### src/rtl/asteroids_pkg.sv
// Shared asteroids types: slot state, heading encoding, screen size and heading-to-step-sign lookup.
// Pure declarations, no logic or latency.
package asteroids_pkg;

   localparam int H_ACTIVE = 640;
   localparam int V_ACTIVE = 480;

   typedef enum logic {
      IDLE   = 1'b0,
      FLYING = 1'b1
   } slot_state_t;

   typedef enum logic [2:0] {
      DIR_UP    = 3'd0,
      DIR_UR    = 3'd1,
      DIR_RIGHT = 3'd2,
      DIR_DR    = 3'd3,
      DIR_DOWN  = 3'd4,
      DIR_DL    = 3'd5,
      DIR_LEFT  = 3'd6,
      DIR_UL    = 3'd7
   } dir_t;

   typedef struct packed {
      logic signed [1:0] sx;
      logic signed [1:0] sy;
   } dir_sign_t;

   // Screen y grows downward, so "up" is a negative y step.
   function automatic dir_sign_t dir_sign(input logic [2:0] dir);
      dir_sign_t s;
      s.sx = 2'sd0;
      s.sy = 2'sd0;
      case (dir_t'(dir))
         DIR_UP:    s.sy = -2'sd1;
         DIR_UR:    begin s.sx =  2'sd1; s.sy = -2'sd1; end
         DIR_RIGHT: s.sx =  2'sd1;
         DIR_DR:    begin s.sx =  2'sd1; s.sy =  2'sd1; end
         DIR_DOWN:  s.sy =  2'sd1;
         DIR_DL:    begin s.sx = -2'sd1; s.sy =  2'sd1; end
         DIR_LEFT:  s.sx = -2'sd1;
         DIR_UL:    begin s.sx = -2'sd1; s.sy = -2'sd1; end
         default:   s.sx = 2'sd0;
      endcase
      return s;
   endfunction

endpackage

### src/rtl/bullet_controller_if.sv
// Ship/raster/collision bundle of the bullet controller; master drives inputs, slave is the controller.
// No latency of its own; there is no backpressure on any of these signals.
interface bullet_controller_if #(parameter int NUM_BULLETS = 4);
   logic                   frame_tick;
   logic                   fire;
   logic [9:0]             ship_x;
   logic [9:0]             ship_y;
   logic [2:0]             ship_dir;
   logic [9:0]             px;
   logic [9:0]             py;
   logic [NUM_BULLETS-1:0] kill;
   logic [NUM_BULLETS-1:0] bullet_pix;
   logic [NUM_BULLETS-1:0] active;
   logic [15:0]            shots_fired;

   modport master (
      output frame_tick, fire, ship_x, ship_y, ship_dir, px, py, kill,
      input  bullet_pix, active, shots_fired
   );

   modport slave (
      input  frame_tick, fire, ship_x, ship_y, ship_dir, px, py, kill,
      output bullet_pix, active, shots_fired
   );
endinterface

### src/rtl/bullet_slot.sv
// One bullet: IDLE/FLYING FSM, per-frame move, retire and registered pixel compare (1 clk late).
// No backpressure; BULLET_WRAP_EN makes screen exits wrap instead of retiring.
module bullet_slot
   import asteroids_pkg::*;
#(
   parameter int SPEED    = 4,
   parameter int LIFETIME = 60,
   parameter int SIZE     = 2
) (
   input  logic       clk,
   input  logic       reset_game,
   input  logic       frame_tick,
   input  logic       kill,
   input  logic       spawn,
   input  logic [9:0] spawn_x,
   input  logic [9:0] spawn_y,
   input  logic [2:0] spawn_dir,
   input  logic [9:0] px,
   input  logic [9:0] py,
   output logic       active,
   output logic       pix
);
   localparam int LW = $clog2(LIFETIME + 1);
   localparam logic signed [10:0] STEP = 11'(SPEED);
   localparam logic signed [10:0] XMAX = 11'(H_ACTIVE - 1);
   localparam logic signed [10:0] YMAX = 11'(V_ACTIVE - 1);

   slot_state_t       state, state_n;
   logic [9:0]        x, y, x_n, y_n, wx, wy;
   logic [2:0]        dir, dir_n;
   logic [LW-1:0]     life, life_n, life_dec;
   logic signed [10:0] dx, dy, nx, ny;
   dir_sign_t         sgn;
   logic              exit_x, exit_y, retire;
   logic              hit_x, hit_y;

   always_comb begin
      sgn      = dir_sign(dir);
      dx       = (sgn.sx == 2'sd1) ? STEP : (sgn.sx == -2'sd1) ? -STEP : 11'sd0;
      dy       = (sgn.sy == 2'sd1) ? STEP : (sgn.sy == -2'sd1) ? -STEP : 11'sd0;
      nx       = $signed({1'b0, x}) + dx;
      ny       = $signed({1'b0, y}) + dy;
      exit_x   = nx[10] || (nx > XMAX);
      exit_y   = ny[10] || (ny > YMAX);
      life_dec = life - LW'(1);
`ifdef BULLET_WRAP_EN
      // One step is far smaller than the screen, so a single add/sub wraps.
      wx     = exit_x ? (nx[10] ? 10'(nx + 11'(H_ACTIVE)) : 10'(nx - 11'(H_ACTIVE))) : nx[9:0];
      wy     = exit_y ? (ny[10] ? 10'(ny + 11'(V_ACTIVE)) : 10'(ny - 11'(V_ACTIVE))) : ny[9:0];
      retire = (life_dec == '0);
`else
      wx     = nx[9:0];
      wy     = ny[9:0];
      retire = (life_dec == '0) || exit_x || exit_y;
`endif
   end

   always_comb begin
      state_n = state;
      x_n     = x;
      y_n     = y;
      dir_n   = dir;
      life_n  = life;
      case (state)
         IDLE: begin
            if (spawn && !kill) begin
               state_n = FLYING;
               x_n     = spawn_x;
               y_n     = spawn_y;
               dir_n   = spawn_dir;
               life_n  = LW'(LIFETIME);
            end
         end
         FLYING: begin
            if (kill) begin
               state_n = IDLE;
            end else if (frame_tick) begin
               x_n    = wx;
               y_n    = wy;
               life_n = life_dec;
               if (retire) state_n = IDLE;
            end
         end
         default: state_n = IDLE;
      endcase
   end

   assign hit_x  = ({1'b0, px} >= {1'b0, x}) && ({1'b0, px} < ({1'b0, x} + 11'(SIZE)));
   assign hit_y  = ({1'b0, py} >= {1'b0, y}) && ({1'b0, py} < ({1'b0, y} + 11'(SIZE)));
   assign active = (state == FLYING);

   always_ff @(posedge clk or posedge reset_game) begin
      if (reset_game) begin
         state <= IDLE;
         x     <= '0;
         y     <= '0;
         dir   <= '0;
         life  <= '0;
         pix   <= 1'b0;
      end else begin
         state <= state_n;
         x     <= x_n;
         y     <= y_n;
         dir   <= dir_n;
         life  <= life_n;
         // Gate with next state so a kill blanks the pixel on the same edge.
         pix   <= (state_n == FLYING) && hit_x && hit_y;
      end
   end

endmodule

### src/rtl/bullet_controller.sv
// Ship bullet manager: fire sync (3 clk to pending), cooldown, lowest-free-slot spawn on frame_tick, shot count.
// No backpressure: a fire with no free slot stays pending; BULLET_WRAP_EN selects wrap-around in bullet_slot.
module bullet_controller
   import asteroids_pkg::*;
#(
   parameter int NUM_BULLETS = 4,
   parameter int SPEED       = 4,
   parameter int LIFETIME    = 60,
   parameter int COOLDOWN    = 8,
   parameter int SIZE        = 2
) (
   input  logic               clk,
   input  logic               reset_game,
   bullet_controller_if.slave bus
);
   localparam int CW = $clog2(COOLDOWN + 1);

   logic                   fire_sync1, fire_sync2, fire_prev, rise;
   logic                   pending;
   logic [CW-1:0]          cooldown, cooldown_n;
   logic [NUM_BULLETS-1:0] free, spawn_vec, active_vec, pix_vec;
   logic                   found, spawn_go;
   logic [15:0]            shots;

   assign rise = fire_sync2 && !fire_prev;

   always_comb begin
      cooldown_n = cooldown;
      if (bus.frame_tick && (cooldown != '0)) cooldown_n = cooldown - CW'(1);
      // Killed slots are excluded so a kill always wins over a spawn into it.
      free      = ~active_vec & ~bus.kill;
      spawn_vec = '0;
      found     = 1'b0;
      for (int i = 0; i < NUM_BULLETS; i++) begin
         if (free[i] && !found) begin
            spawn_vec[i] = 1'b1;
            found        = 1'b1;
         end
      end
      spawn_go = bus.frame_tick && pending && (cooldown_n == '0) && found;
      if (!spawn_go) spawn_vec = '0;
   end

   always_ff @(posedge clk or posedge reset_game) begin
      if (reset_game) begin
         fire_sync1 <= 1'b0;
         fire_sync2 <= 1'b0;
         fire_prev  <= 1'b0;
         pending    <= 1'b0;
         cooldown   <= '0;
         shots      <= '0;
      end else begin
         fire_sync1 <= bus.fire;
         fire_sync2 <= fire_sync1;
         fire_prev  <= fire_sync2;
         pending    <= spawn_go ? 1'b0 : (pending || rise);
         cooldown   <= spawn_go ? CW'(COOLDOWN) : cooldown_n;
         shots      <= shots + 16'(spawn_go);
      end
   end

   for (genvar g = 0; g < NUM_BULLETS; g++) begin : g_slot
      bullet_slot #(
         .SPEED    (SPEED),
         .LIFETIME (LIFETIME),
         .SIZE     (SIZE)
      ) u_slot (
         .clk        (clk),
         .reset_game (reset_game),
         .frame_tick (bus.frame_tick),
         .kill       (bus.kill[g]),
         .spawn      (spawn_vec[g]),
         .spawn_x    (bus.ship_x),
         .spawn_y    (bus.ship_y),
         .spawn_dir  (bus.ship_dir),
         .px         (bus.px),
         .py         (bus.py),
         .active     (active_vec[g]),
         .pix        (pix_vec[g])
      );
   end

   assign bus.active      = active_vec;
   assign bus.bullet_pix  = pix_vec;
   assign bus.shots_fired = shots;

endmodule

### src/flat_wrapper.sv
// flat-port wrapper written by rule: the top's interface ports become plain ports
module bullet_controller_flat import asteroids_pkg::*;
#(
   parameter int NUM_BULLETS = 4,
   parameter int SPEED       = 4,
   parameter int LIFETIME    = 60,
   parameter int COOLDOWN    = 8,
   parameter int SIZE        = 2
)
  (clk, reset_game, bus_frame_tick, bus_fire, bus_ship_x, bus_ship_y, bus_ship_dir, bus_px, bus_py, bus_kill, bus_bullet_pix, bus_active, bus_shots_fired);
  bullet_controller_if #(.NUM_BULLETS(NUM_BULLETS)) bus_i ();
  input  logic clk;
  input  logic reset_game;
  input wire logic [$bits(bus_i.frame_tick)-1:0] bus_frame_tick;
  input wire logic [$bits(bus_i.fire)-1:0] bus_fire;
  input wire logic [$bits(bus_i.ship_x)-1:0] bus_ship_x;
  input wire logic [$bits(bus_i.ship_y)-1:0] bus_ship_y;
  input wire logic [$bits(bus_i.ship_dir)-1:0] bus_ship_dir;
  input wire logic [$bits(bus_i.px)-1:0] bus_px;
  input wire logic [$bits(bus_i.py)-1:0] bus_py;
  input wire logic [$bits(bus_i.kill)-1:0] bus_kill;
  output wire logic [$bits(bus_i.bullet_pix)-1:0] bus_bullet_pix;
  output wire logic [$bits(bus_i.active)-1:0] bus_active;
  output wire logic [$bits(bus_i.shots_fired)-1:0] bus_shots_fired;
  assign bus_i.frame_tick = bus_frame_tick;
  assign bus_i.fire = bus_fire;
  assign bus_i.ship_x = bus_ship_x;
  assign bus_i.ship_y = bus_ship_y;
  assign bus_i.ship_dir = bus_ship_dir;
  assign bus_i.px = bus_px;
  assign bus_i.py = bus_py;
  assign bus_i.kill = bus_kill;
  assign bus_bullet_pix = bus_i.bullet_pix;
  assign bus_active = bus_i.active;
  assign bus_shots_fired = bus_i.shots_fired;
  bullet_controller #(.NUM_BULLETS(NUM_BULLETS), .SPEED(SPEED), .LIFETIME(LIFETIME), .COOLDOWN(COOLDOWN), .SIZE(SIZE)) u_core (.clk(clk), .reset_game(reset_game), .bus(bus_i));
endmodule
### config.mk
export PLATFORM = sky130hd
export DESIGN_NAME = bullet_controller_flat
export DESIGN_NICKNAME = d
export VERILOG_FILES = /design/src/rtl/asteroids_pkg.sv /design/src/rtl/bullet_controller_if.sv /design/src/rtl/bullet_slot.sv /design/src/rtl/bullet_controller.sv /design/src/flat_wrapper.sv
export SDC_FILE = /design/constraint.sdc
export NUM_CORES = 1
export LEC_CHECK = 0
export CORE_ASPECT_RATIO = 0.9
export CORE_MARGIN = 2
export CORE_UTILIZATION = 56
export CTS_CLUSTER_SIZE = 40
export DETAILED_ROUTE_END_ITERATION = 16
export GPL_ROUTABILITY_DRIVEN = 1
export GPL_TIMING_DRIVEN = 0
export PLACE_DENSITY = 0.78
export SETUP_SLACK_MARGIN = 0.2
export SKIP_CTS_REPAIR_TIMING = 1
export SLEW_MARGIN = 20
export SYNTH_ARGS = -nofsm -noshare
export SYNTH_HDL_FRONTEND = slang
export SYNTH_SLANG_ARGS = --single-unit
### constraint.sdc
create_clock -name clk -period 4.55 [get_ports clk]
set_input_delay 0.455 -clock clk [delete_from_list [all_inputs] [get_ports clk]]
set_output_delay 0.455 -clock clk [all_outputs]
set_load 0.1 [all_outputs]
[After elaboration in Yosys (flattened, before gate mapping)]
Index checks and enable logic that the tools add are counted.
Storage, ports and cells
  bits in registers: 148
  bits in latches: 0
  memory bits (writable): 0
  memory bits (read-only): 0
  input port bits: 51
  output and inout bits: 24
  word-level logic and storage cells: 329
  memories kept: 0
Cells by class
  $add $sub $neg: 22
  multipliers: 0
  div/mod/pow operators: 0
  $lt $le $gt $ge: 24
  equality and inequality tests: 56
  shift operators: 0
  muxes and demuxes: 103
  bitwise operators: 7
  reductions and logical operators: 87
Operator list (number)
  $mux W10: 24
  $mux W11: 16
  $pmux W10 S2: 8
  $add A10 B2 Y11 const B: 8
  $add A11 B11 Y11: 8
  $lt A10 B11 Y1: 8
  $ge A10 B10 Y1: 8
  $mux W6: 12
  $eq A3 B3 Y1 const B: 16
  $pmux W6 S2: 4
  $reduce_or A3 Y1: 16
  $gt A11 B10 Y1 const B: 4
  $gt A11 B11 Y1 const B: 4
  $pmux W2 S2: 8
  $logic_and A1 B1 Y1: 28
  $eq A3 B2 Y1 const B: 8
  $logic_not A6 Y1: 4
  $mux W1: 24
  $ne A2 B2 Y1 const B: 12
  $sub A6 B1 Y6 const B: 4
  $logic_or A1 B1 Y1: 17
  $add A16 B1 Y16: 1
  $eq A2 B1 Y1 const B: 8
  $eq A2 B2 Y1 const B: 8
  13 further kinds: 41

[Logic depth before layout (Yosys ltp)]
Gate-level depths: netlist of the first run.
  depth in word-level cells: 19
  depth in mapped cells: 12
  mapped depth without buffers: 12

[Modules after synthesis]
Synthesis of the first run repeated with hierarchy kept, for this count alone.
Second synthesis, totals
  cells, all modules: 1593
  area, all modules: 14172.3 um^2
By module, submodules not included
  bullet_slot (u_core.g_slot[2].u_slot): instances 1, cells an instance 387, area each 3364.5 um^2, sequential area each 775.7 um^2
  bullet_slot (u_core.g_slot[3].u_slot): instances 1, cells an instance 378, area each 3283.1 um^2, sequential area each 775.7 um^2
  bullet_slot (u_core.g_slot[0].u_slot): instances 1, cells an instance 366, area each 3216.8 um^2, sequential area each 775.7 um^2
  bullet_slot (u_core.g_slot[1].u_slot): instances 1, cells an instance 365, area each 3191.8 um^2, sequential area each 775.7 um^2
  bullet_controller: instances 1, cells an instance 97, area each 1116.1 um^2, sequential area each 600.6 um^2

[Least setup slack after synthesis of the first run]
OpenSTA, ideal clock, no wires.
  kind: reg2reg
  from: register u_core.g_slot[3].u_slot.dir[1]
  to: register u_core.g_slot[3].u_slot.pix
  arrival: 3111 ps
  required time: 4483 ps
  setup slack: 1372 ps
  stages on the path, launching flop included: 11
  clock period less this slack: 3178 ps
  path through: dfrtp_1 or2_2 and2_1 ha_1 and3_1 a2111oi_0 a21oi_1 xnor2_1 o21ba_1 o41ai_2 o2111a_1
On the way
  cells in the longest elaborated chain, start to end: 17
RTL lines
  from (decl): line bullet_slot.sv:30  | logic [2:0] dir, dir_n;
  from (signal assigned): line bullet_slot.sv:104  | dir <= dir_n;
  $eq A3 B3 Y1, or another cell as far along: line asteroids_pkg.sv:34  | case (dir_t'(dir))
  $reduce_or A3 Y1 (no line)
  $pmux W2 S2: line asteroids_pkg.sv:34
  $eq A2 B1 Y1: line bullet_slot.sv:39  | dx = (sgn.sx == 2'sd1) ? STEP : (sgn.sx == -2'sd1) ? -STEP : 11'sd0;
  $mux W11 (2 in a row): line bullet_slot.sv:39
  $add A11 B11 Y11: line bullet_slot.sv:41  | nx = $signed({1'b0, x}) + dx;
  $gt A11 B11 Y1: line bullet_slot.sv:43  | exit_x = nx[10] || (nx > XMAX);
  $logic_or A1 B1 Y1: line bullet_slot.sv:43
  $logic_or A1 B1 Y1: line bullet_slot.sv:54  | retire = (life_dec == '0) || exit_x || exit_y;
  $logic_or A1 B1 Y1 (*): line bullet_slot.sv:54
  $mux W1 (*): line bullet_slot.sv:81  | if (retire) state_n = IDLE;
  $mux W1 (*): line bullet_slot.sv:77  | end else if (frame_tick) begin
  $mux W1 (*): line bullet_slot.sv:75  | if (kill) begin
  $pmux W1 S2 (*): line bullet_slot.sv:64  | case (state)
  via u_core.g_slot[3].u_slot.state_n: line bullet_slot.sv:28  | slot_state_t state, state_n;
  $logic_and A1 B1 Y1 (*) (2 in a row): line bullet_slot.sv:107  | pix <= (state_n == FLYING) && hit_x && hit_y;
  to (signal assigned): line bullet_slot.sv:107
  to (decl): line bullet_slot.sv:21  | output logic pix
Mark *: on every way through the listed nets, which the timed path passes. The rest lies on a longest branch.
A chain may end at the register's enable or synchronous reset.

[Final worst setup path of the first run]
Ends and elaborated chain as after synthesis.

==> metrics.md, run 1 <==
| Metric | Value |
|---|---|
| Fin crit period | `3.78 ns` |
| Antenna Cells | `0` |
| Most common cell after layout, fill and taps aside | `ha_1` |
| Core area | `25000 sq um` |
| Setup TNS | `0 ns` |
| Number of synthesized flops with an enable pin | `0` |
| Die width | `172 um` |
| Layout Area Growth over Synthesis | `13.3%` |
| Clock slew at reported path FFs | `0.08 ns` |
| First-pass DRT Iterations | `6` |
| Remaining Overflow, GRT | `0` |
| Htree depth | `4` |
| Synth Area per Inst | `8.81 sq um` |
| Setup Skew | `0.0158 ns` |
| # setup viols final | `0` |
| GRT Util Overall | `30.7%` |
| Arrival @ worst endpoint | `4.15 ns` |
| CTS tree | `done` |
| Antenna violations before repair | `0` |
| Endpoint type of the worst setup path | `flop` |
| DRT iter0 DRCs | `1132` |
| Most frequent cells in the layout | `235 x ha_1, 148 x dfrtp_1, 129 x inv_1, 114 x o21ai_0, 108 x xnor2_1` |
| Rows | `55` |
| Hold WS | `0.345 ns` |
| Post-DRT Antenna Nets | `0` |
| RSZ-0062 raised after global routing | `no` |
| Post-synthesis sequential area ratio | `26.1%` |
| Die Y | `155 um` |
| Synth Register Bits | `148` |
| Post-synth top flop | `dfrtp_1` |
| Pin count of the biggest net entering global routing | `35` |
| Final nets | `2000` |
| Worst skew pair latency | `0.45 ns` |
| Via density | `6.12` |
| Fmax | `265 MHz` |
| GP Congestion | `0.918` |
| Slew headroom | `32.3%` |
| Fillers | `2034` |
| Status | `complete, no violations` |
| PortBufs | `74` |
| # Max-Cap Violations | `0` |
| CTS Buf Count | `17` |
| WP data required | `4.92 ns` |
| Cell count after synthesis | `1609` |
| Setup crit start kind | `flop` |
| CTS Sinks | `148` |
| Ys async rst share | `100%` |
| Crit Path Class | `flop to flop` |
| Synth top area share | `26.1%` |
| Routed via count | `12600` |
| Vias in the first global route | `12600` |
| Tightest Pin Transition | `1.00 ns` |
| Yosys cell types | `73` |
| Non-Filler Instances | `2061` |
| Synth warn | `0` |
| CP Max Fanout | `9` |
| Num ports | `75` |
| Peak VDD IR | `448 uV` |
| Netlist Area Pre-Place | `14200 sq um` |
| CTS root buf | `clkbuf_16` |
| CTS max path bufs | `2` |
| First-pass GRT wire length | `64400 um` |
| Routed length per instance | `19.2 um` |
| Final period utilization | `83.0%` |
| Hpwl dp | `30200 um` |
| Synth Net Count | `1903` |
| Synth area leader | `dfrtp_1` |
| Placed cells | `2029` |
| PwrDens | `667 nW/um^2` |
| Final Hold Viols | `0` |
| Synth top area cells | `dfrtp_1 26%, ha_1 21%, xnor2_1 6.7%, o21ai_0 4.1%, a21oi_1 3.6%` |
| P_leak | `7.18 nW` |
| DRC viols | `0` |
| Initial Utilization | `56.7%` |
| Share of cells above drive strength 1 | `5.99%` |
| Hold Path Class | `flop to flop` |
| Die area | `26600 sq um` |
| Drt total wl | `39600 um` |
| Max Slew Vio Count | `0` |
[worst paths after layout]
kind                                                 from                               to  slack [ns]  cells past startpoint
setup / recovery           u_core.g_slot[3].u_slot.dir[1]      u_core.g_slot[3].u_slot.pix        0.77                     10
hold / removal                          u_core.fire_sync1                u_core.fire_sync2        0.35                      0
setup reg to reg           u_core.g_slot[3].u_slot.dir[1]      u_core.g_slot[3].u_slot.pix        0.77                     10
hold reg to reg                         u_core.fire_sync1                u_core.fire_sync2        0.35                      0
max in group asynchronous                      reset_game     u_core.g_slot[1].u_slot.y[5]        3.45                      3
min in group asynchronous                      reset_game  u_core.g_slot[3].u_slot.life[1]        0.48                      2
[through the flow]
step	area [sq um]	power, mW	utilization (%)	worst slack (ns)
floorplan	14200	7.42	-	1.37
global placement	15300	8.62	61.4	0.625
detailed placement	15400	8.96	61.8	0.835
CTS	16100	10.6	64.3	0.810
global route	16100	11.7	64.3	0.614
finish	16100	10.7	64.3	0.775
[routing by layer]
layer	wire length (um)	track usage, %	vias to the layer above	share of wire, %
met3	2610	4.86	101	6.6
met2	18500	50.5	440	47
met5	0	0	-	0
met4	1470	12.4	0	3.7
li1	-	-	5997	-
met1	17000	40.3	6075	43
[power by group]
part / switching (mW) / internal, mW
clock: 0.673 / 0.889
combinational: 3.75 / 2.92
sequential: 0.675 / 1.81
total: 5.10 / 5.61
[cells by family (layout without fill, tap and decap cells)]
family,Yosys count,count (layout),share of synthesized area (%)
buffers and inverters,175,285,5.04
and+or+nand+nor,422,422,14.5
xor gates and xnor gates,125,125,7.72
AOI/OAI and AO/OA,423,423,19.4
DFF,148,148,26.1
adders and majority gates,243,243,21.9
muxes,73,73,5.38
[area by class of cell]
class	instances	area [sq um]	area share (%)
inverter	130	492	3.06
tap	342	428	2.66
clock buffer	17	425	2.65
timing repair buffer	78	821	5.11
clock inverter	15	208	1.29
sequential	148	3700	23.1
multi-input combinational	1286	9760	60.8
buffer	45	226	1.41
[worst max-delay path: stages (launching register included)]
cell	delay, ns
dfrtp_1	0.42
or2_2	0.33
and2_1	0.32
ha_1	0.42
and3_1	0.18
a2111oi_0	0.70
a21oi_1	0.19
xnor2_1	0.23
o21ba_1	0.19
o41ai_2	0.44
o2111a_1	0.29
[cells in the mapped netlist (all sizes together), types with 31 or more instances]
cell,count
ha,235
dfrtp,148
inv,130
o21ai,120
a21oi,113
xnor2,108
nor2,103
nand2,99
nand3,62
mux2i,47
nor3,33
clkbuf,31
[flip-flops by register name (all words and copies together), names as in the netlist]
name                         flops
u_core.pending                   1
u_core.fire_sync1                1
u_core.g_slot.u_slot.pix         4
u_core.g_slot.u_slot.dir        12
u_core.cooldown                  4
u_core.bus.shots_fired          16
u_core.fire_prev                 1
u_core.g_slot.u_slot.active      4
u_core.fire_sync2                1
u_core.g_slot.u_slot.x          40
u_core.g_slot.u_slot.life       24
u_core.g_slot.u_slot.y          40
(Power assumes the default switching activity.)
==> run 2, diff against run 1 <==
- CORE_UTILIZATION: 56 -> 62
- PLACE_DENSITY: 0.78 -> 0.82
- clock period: 4.55 -> 3.9 ns (I/O delays scaled with it)
==> metrics.md, run 2 (synthesis results as in run 1) <==
| Metric | Value |
|---|---|
| Post-place instance area | `15400 sq um (-0.19%)` |
| Fin crit period | `3.59 ns (-0.189 ns)` |
| CTS Sinks | `148 (unchanged)` |
| Antenna Cells | `0 (unchanged)` |
| Worst flop-to-flop path endpoint | `u_core.g_slot[1].u_slot.pix` |
| Hold Path Class | `input port to async pin` |
| Reg2Reg Launch Point | `u_core.g_slot[1].u_slot.dir[1]` |
| PortBufs | `74 (unchanged)` |
| GRT Util Overall | `33.3% (+2.6 points)` |
| Final nets | `2002 (+0.10%)` |
| Fmax | `279 MHz (+5.3%)` |
| Slew headroom | `33.6% (+1.3 points)` |
| DRC viols | `0 (unchanged)` |
| Num ports | `75 (unchanged)` |
| Rows | `52 (-5.5%)` |
| Total power | `12.3 mW (+15%)` |
| CTS tree | `done` |
| R2R setup slack | `0.31 ns (-0.46 ns)` |
| RSZ-0062 raised after global routing | `no` |
| Worst skew pair latency | `0.45 ns (about the same)` |
| Arrival @ worst endpoint | `3.90 ns (-0.25 ns)` |
| Routed length per instance | `19.6 um (+2.0%)` |
| Core area | `22400 sq um (-10%)` |
| Post-DRT Antenna Nets | `0 (unchanged)` |
| PwrDens | `772 nW/um^2 (+16%)` |
| Initial Utilization | `63.2% (+6.4 points)` |
| P_leak | `7.15 nW (-0.33%)` |
| Post-place setup slack | `0.209 ns (-0.626 ns)` |
| Setup TNS | `0 ns (unchanged)` |
| Worst R2R Path Depth | `10 (unchanged)` |
| Clock slew at reported path FFs | `0.07 ns (about the same)` |
| Routed via count | `12800 (+1.7%)` |
| CTS root buf | `clkbuf_16` |
| Htree depth | `4 (unchanged)` |
| Layout Area Growth over Synthesis | `12.7%` |
| GP Congestion | `0.943 (+2.7%)` |
| Setup crit start kind | `flop` |
| Die width | `163 um (-4.8%)` |
| Peak VDD IR | `513 uV (+14%)` |
| Final period utilization | `91.9% (+9.0 points)` |
| Antenna violations before repair | `0 (unchanged)` |
| Pin count of the biggest net entering global routing | `36 (+2.9%)` |
| Status | `complete, no violations` |
| Via density | `6.36 (+3.8%)` |
| Final Cell Area | `16000 sq um (-0.53%)` |
| Max Slew Vio Count | `0 (unchanged)` |
| # Max-Cap Violations | `0 (unchanged)` |
| # setup viols final | `0 (unchanged)` |
| Tightest Pin Transition | `0.996 ns (-0.00838 ns)` |
| CTS max path bufs | `2 (unchanged)` |
| Setup Skew | `0.00933 ns (-0.00644 ns)` |
| Hpwl dp | `30200 um (about the same)` |
| Setup ws final | `0.314 ns (-0.461 ns)` |
| Remaining Overflow, GRT | `0 (unchanged)` |
| Drt total wl | `39500 um (about the same)` |
| CTS Buf Count | `17 (unchanged)` |
| First-pass DRT Iterations | `6 (unchanged)` |
| Endpoint type of the worst setup path | `flop` |
| Crit Path Class | `flop to flop` |
| Vias in the first global route | `12600 (-0.16%)` |
| DRT iter0 DRCs | `1209 (+6.8%)` |
| Share of cells above drive strength 1 | `6.22% (+0.23 points)` |
| Hold WS | `0.253 ns (-0.0922 ns)` |
| Die Y | `147 um (-4.8%)` |
| First-pass GRT wire length | `63200 um (-1.8%)` |
| WP data required | `4.21 ns (-0.71 ns)` |
| Most frequent cells in the layout | `235 x ha_1, 148 x dfrtp_1, 129 x inv_1, 113 x o21ai_0, 108 x xnor2_1` |
| Final Hold Viols | `0 (unchanged)` |
| CP Max Fanout | `10 (+1)` |
| Most common cell after layout, fill and taps aside | `ha_1` |
| Die area | `24100 sq um (-9.4%)` |
| Biggest registers after layout | `u_core.g_slot.u_slot.x (40), u_core.g_slot.u_slot.y (40), u_core.g_slot.u_slot.life (24)` |
run 2: worst max-delay path by stage:
| stage | cells past startpoint | endpoint | start | slack (ns) |
|---|---|---|---|---|
| 6_report | 10 | u_core.g_slot[1].u_slot.pix | u_core.g_slot[1].u_slot.dir[1] | 0.31 |
| 5_1_grt | 10 | u_core.g_slot[1].u_slot.pix | u_core.g_slot[1].u_slot.dir[1] | 0.21 |
| 4_1_cts | 10 | u_core.g_slot[3].u_slot.pix | u_core.g_slot[3].u_slot.dir[0] | 0.18 |
| 3_5_place_dp | 10 | u_core.g_slot[3].u_slot.pix | u_core.g_slot[3].u_slot.dir[0] | 0.21 |
| 3_3_place_gp | 10 | u_core.g_slot[1].u_slot.pix | u_core.g_slot[1].u_slot.dir[2] | -0.006 |
| 2_1_floorplan | 10 | u_core.g_slot[3].u_slot.pix | u_core.g_slot[3].u_slot.dir[1] | 0.72 |
run 2: routing by layer:
layer / global-route usage [%] / vias to the layer above / wire, um
met4: 15.3 / 0 / 1650
met2: 54.9 / 535 / 18500
met5: 0 / - / 0
met1: 43.3 / 6150 / 16200
li1: - / 6005 / -
met3: 4.91 / 135 / 3150
run 2: where the power goes:
part,switching [mW],internal (mW),total (mW)
Clock,0.777,0.839,1.62
Combinational,4.38,3.42,7.80
Sequential,0.798,2.11,2.91
run 2: final cells by class:
cell class	count	area [sq um]
fillers	1717	6470
repair buffers	80	848
plain buffers	45	228
inverters	130	492
flip-flops and latches	148	3700
multi-input cells	1286	9770
clock inverters	15	135
clock buffers	17	425
well taps	297	372
run 2: worst max-delay path, cell delays in order, from the launching register on:
cell	delay, ns
dfrtp_1	0.42
or2_2	0.34
and2_1	0.32
fa_1	0.50
a21o_1	0.25
a22oi_1	0.18
a221oi_1	0.14
and4b_1	0.34
o211ai_1	0.14
o31ai_1	0.46
nor4b_1	0.38
run 2: metrics by stage:
| step | std cells | utilization, % |
|---|---|---|
| floorplan | 1609 | - |
| global placement | 1980 | 68.1 |
| detailed placement | 1986 | 68.6 |
| CTS | 2018 | 71.1 |
| global route | 2018 | 71.2 |
| finish | 2018 | 71.2 |
==> run 3, diff against run 2 <==
- CTS_CLUSTER_SIZE: 40 -> unset
==> results of run 3 <==
The final DEF is identical to that of run 2; final timing and power are the same.
